### config.mk
export PLATFORM = sky130hd
export DESIGN_NAME = led_bcd_converter_flat
export DESIGN_NICKNAME = d
export VERILOG_FILES = /design/src/rtl/led_bcd_converter_if.sv /design/src/rtl/led_bcd_converter.sv /design/src/flat_wrapper.sv
export SDC_FILE = /design/constraint.sdc
export NUM_CORES = 1
export LEC_CHECK = 0
export ABC_AREA = 1
export BUFFER_PORTS_ARGS = -buffer_cell sky130_fd_sc_hd__buf_2
export CAP_MARGIN = 5
export CORE_ASPECT_RATIO = 0.75
export CORE_MARGIN = 2
export CORE_UTILIZATION = 45
export CTS_BUF_LIST = sky130_fd_sc_hd__clkbuf_4
export DETAILED_ROUTE_END_ITERATION = 6
export GPL_TIMING_DRIVEN = 0
export PLACE_DENSITY = 0.77
export REMOVE_ABC_BUFFERS = 1
export SYNTH_ARGS = -nofsm -noshare
export SYNTH_HDL_FRONTEND = slang
export SYNTH_SLANG_ARGS = --single-unit
### constraint.sdc
create_clock -name clk_N -period 1.65 [get_ports clk_N]
set_input_delay 0.2475 -clock clk_N [delete_from_list [all_inputs] [get_ports clk_N]]
set_output_delay 0.2475 -clock clk_N [all_outputs]
set_load 0.005 [all_outputs]
### src/rtl/led_bcd_converter_if.sv
// Handshake bundle between the binary source, the BCD converter and the display driver.
// The producer (master) drives the request; the converter (slave) returns digits and status.
interface led_bcd_converter_if;
    logic [31:0] bin_in;
    logic [1:0]  mode;
    logic        start;
    logic [31:0] digits;
    logic        valid;
    logic        busy;
    logic        overflow;

    modport master (
        output bin_in, mode, start,
        input  digits, valid, busy, overflow
    );

    modport slave (
        input  bin_in, mode, start,
        output digits, valid, busy, overflow
    );
endinterface

### src/rtl/led_bcd_converter.sv
// Binary-to-BCD stage for the seven-segment display: 32-step double-dabble engine,
// or a one-cycle hex pass-through when mode is 2'b00.
module led_bcd_converter (
    input  logic                 clk_N,
    input  logic                 rst,
    led_bcd_converter_if.slave   bus
);

    localparam logic [0:0] S_IDLE  = 1'b0;
    localparam logic [0:0] S_SHIFT = 1'b1;

    logic [0:0]  r_state;
    logic [5:0]  r_cnt;
    logic [71:0] r_work;
    logic [31:0] r_digits;
    logic        r_valid;
    logic        r_busy;
    logic        r_ovf;

    logic [71:0] w_adj;
    logic [71:0] w_shift;

    // Upper 40 bits of the work register hold 10 BCD nibbles; the corrected
    // nibble never exceeds 12, so the 4-bit add cannot carry out.
    function automatic logic [71:0] add3_nibbles(input logic [71:0] w);
        logic [71:0] r;
        r = w;
        for (int k = 0; k < 10; k++) begin
            if (r[32 + 4*k +: 4] >= 4'd5)
                r[32 + 4*k +: 4] = r[32 + 4*k +: 4] + 4'd3;
        end
        return r;
    endfunction

    assign w_adj   = add3_nibbles(r_work);
    assign w_shift = {w_adj[70:0], 1'b0};

    always_ff @(posedge clk_N) begin
        if (rst) begin
            r_state  <= S_IDLE;
            r_cnt    <= 6'd0;
            r_work   <= 72'd0;
            r_digits <= 32'd0;
            r_valid  <= 1'b0;
            r_busy   <= 1'b0;
            r_ovf    <= 1'b0;
        end else begin
            r_valid <= 1'b0;
            case (r_state)
                S_IDLE: begin
                    if (bus.start) begin
                        if (bus.mode == 2'b00) begin
                            r_digits <= bus.bin_in;
                            r_ovf    <= 1'b0;
                            r_valid  <= 1'b1;
                        end else begin
                            r_work  <= {40'd0, bus.bin_in};
                            r_cnt   <= 6'd0;
                            r_busy  <= 1'b1;
                            r_state <= S_SHIFT;
                        end
                    end
                end
                S_SHIFT: begin
                    // start is deliberately ignored here; no queuing, no restart
                    r_work <= w_shift;
                    r_cnt  <= r_cnt + 6'd1;
                    if (r_cnt == 6'd31) begin
                        r_digits <= w_shift[63:32];
                        r_ovf    <= |w_shift[71:64];
                        r_valid  <= 1'b1;
                        r_busy   <= 1'b0;
                        r_state  <= S_IDLE;
                    end
                end
                default: r_state <= S_IDLE;
            endcase
        end
    end

    assign bus.digits   = r_digits;
    assign bus.valid    = r_valid;
    assign bus.busy     = r_busy;
    assign bus.overflow = r_ovf;

endmodule

### src/flat_wrapper.sv
// flat-port wrapper written by rule: the top's interface ports become plain ports
module led_bcd_converter_flat 
  (clk_N, rst, bus_bin_in, bus_mode, bus_start, bus_digits, bus_valid, bus_busy, bus_overflow);
  led_bcd_converter_if bus_i ();
  input  logic clk_N;
  input  logic rst;
  input wire logic [$bits(bus_i.bin_in)-1:0] bus_bin_in;
  input wire logic [$bits(bus_i.mode)-1:0] bus_mode;
  input wire logic [$bits(bus_i.start)-1:0] bus_start;
  output wire logic [$bits(bus_i.digits)-1:0] bus_digits;
  output wire logic [$bits(bus_i.valid)-1:0] bus_valid;
  output wire logic [$bits(bus_i.busy)-1:0] bus_busy;
  output wire logic [$bits(bus_i.overflow)-1:0] bus_overflow;
  assign bus_i.bin_in = bus_bin_in;
  assign bus_i.mode = bus_mode;
  assign bus_i.start = bus_start;
  assign bus_digits = bus_i.digits;
  assign bus_valid = bus_i.valid;
  assign bus_busy = bus_i.busy;
  assign bus_overflow = bus_i.overflow;
  led_bcd_converter u_core (.clk_N(clk_N), .rst(rst), .bus(bus_i));
endmodule
==> metrics.yaml <==
seqCellArea_um2: 2306
syn2layout_area_growth_pct: 22.10
path_cells: "inv_12, buf_16, nand3_4, nand2_4, nand3_1, o211ai_1, inv_1"
post_dp_cell_area_um2: 5771
clk_pin_slew_worst_paths_ps: 100
chipWidth_um: 130.0
status: "finished clean"
drive_above_1_share: 0.1978
drtIter0Drc: 478
multi_input_area_um2: 2766
drv_slew: 0
start_util: 0.4616
yosysWarnings: 0
drc: 0
post-route-period-util: 0.9837
numCtsBuffers: 17
globalplace.congestion: 0.7799
final_cell_mix: "168 x nand2_1, 99 x dfxtp_1, 95 x a21oi_1, 71 x buf_2, 63 x nand3_1"
antenna_found_initial: 1
p_leak_uw: 0.002615
finish.utilization: 0.5637
grt_first_pass_wirelength_um: 23710
tightest_slew_ps: 983.8
firstDrtPassIters: 5
finish.instance_area_um2: 6546
setup_viol: 0
final_common_cell: "nand2_1"
crit_family: "simple AND/OR/NAND/NOR gates"
vias_per_cell: 5.395
synth_cell_types: 29
synth_area_um2: 5361
fp-row-count: 34
htreeDepth: 4
ys_seq_elements: 114
min_path_type: "in -> reg"
routed_wl_um: 15080
grt_pass1_vias: 4754
fill_cells: 1049
timing.final.ws_setup_ps: 26.94
nets: 863
dpl.cell_count: 916
grt_max_degree: 51
crit_buf_inv: 3
dieArea_um2: 12810
cap_viol_max_count: 0
cp_max_fo: 16
slowest_delay_ps: 430
crit_path_start_kind: "register"
ir_drop_uv: 676.8
worstPathRequired_ps: 2070
finClkSkew_ps: 14.64
clk_latency_ps: 520
grt.total_usage: 0.2337
cp-end-kind: "register"
finalNonFillerCells: 976
finalSetupTns_ps: 0
ys_seq_area_frac: 0.4257
grt_overflow_total: 0
n_antenna_cell: 0
synth_area_per_cell_um2: 7.405
slowest_stage: "dfxtp_4"
dp_hpwl_um: 7854
placement.io_buffers: 71
critical_path_class: "reg -> reg"
clock-sinks: 114
period_minus_slack_ps: 1623
power_per_cell_area_nw_per_um2: 873.7
cts_buffer_depth: 2
dp_slack_ps: -1121
fmax_ghz: 0.6161
wire_per_inst_um: 15.45
rsz0062_at_grt: "yes"
ant_nets: 0
core_um2: 11610
cts_tree: "yes"
die_h_um: 98.53
maxSlewHeadroom: 0.3426
hold_viol_final: 0
crit_arrival_ps: 2040
clock-root-buffer: "clkbuf_4"
vias: 5266
io_pins: 72
syn_inst: 724
[path summary, 6_finish.rpt]
path                          start  cells after the start  slack [ps]                     to
setup reg to reg     u_core.r_state                      7          30   u_core.bus.digits[4]
setup / recovery     u_core.r_state                      7          30   u_core.bus.digits[4]
hold / removal       bus_bin_in[15]                      3          20  u_core.bus.digits[15]
hold reg to reg   u_core.r_work[43]                      2         470      u_core.r_work[43]
[cell families (layout without fill, tap and decap cells)]
logic type               Yosys count  in the layout  synth area share
adder cells (fa/ha/maj)           21             21           0.04901
AND/OR/NAND/NOR                  273            277            0.2210
AO/OA/AOI/OAI                    205            205            0.2068
flip-flops                       114            114            0.4257
buffers and inverters            103            189           0.08448
XOR/XNOR                           8              8           0.01307
[per-layer routing]
layer,global-route usage,share of wire,vias to the layer above
li1,-,-,2626
met1,0.3327,0.48,2411
met2,0.3500,0.43,216
met3,0.06623,0.084,13
met4,0.05873,0.010,0
met5,0,0,-
[where the power goes]
group,switching [uW],internal (uW),total (uW)
sequential,59.6,2850,2900
clock,986,1160,2150
combinational,406,263,670
[synth_stat cells (all sizes together)]
cell | n | area [um2]
ha | 21 | 262.8
inv | 58 | 217.7
xor2 | 8 | 70.07
dfxtp | 114 | 2282
nor2 | 21 | 96.34
or2 | 7 | 43.79
nand4 | 3 | 33.78
nor3 | 1 | 5.000
nand2 | 170 | 648.1
clkbuf | 16 | 60.06
nand3 | 70 | 350.3
o21ai | 60 | 307.8
nor3b | 1 | 7.510
a21oi | 95 | 475.5
o211ai | 9 | 67.56
a211oi | 1 | 7.510
buf | 29 | 175.2
a31oi | 40 | 250.2
[worst reg2reg max path: stages (launching register included)]
cell      delay, ps
dfxtp_4         430
inv_12          140
buf_16          160
nand3_4         220
nand2_4         300
nand3_1         120
o211ai_1        110
inv_1            60
[repair_timing]
item,CTS,global route
setup endpoints to repair,107,72
setup buffers,9,4
hold endpoints to repair,10,2
resized for setup,17,26
gates cloned,6,2
hold buffers,9,2
pin swaps,3,4
[flip-flops by register name (all words and copies together) (netlist names)]
name and cells:
u_core.bus.busy 1, u_core.r_state 1, u_core.r_work 72, u_core.bus.overflow 1, u_core.bus.digits 32, u_core.bus.valid 1, u_core.r_cnt 6
[metrics by stage]
stage,hold slack [ps],total power [uW]
6_report,23.14,5720
3_3_place_gp,449.2,3451
3_5_place_dp,453.7,3482
5_1_grt,0.6661,5952
2_1_floorplan,316.6,3224
4_1_cts,0.03469,5702
[layout make-up]
type / count / share of cell area
inverters: 58 / 0.03651
multi-input cells: 511 / 0.4226
clock buffers: 18 / 0.02064
well taps: 162 / 0.03096
flip-flops and latches: 114 / 0.3523
clock inverters: 10 / 0.02198
repair buffers: 101 / 0.1126
repair inverters: 2 / 0.002485
(Power assumes the default switching activity.)
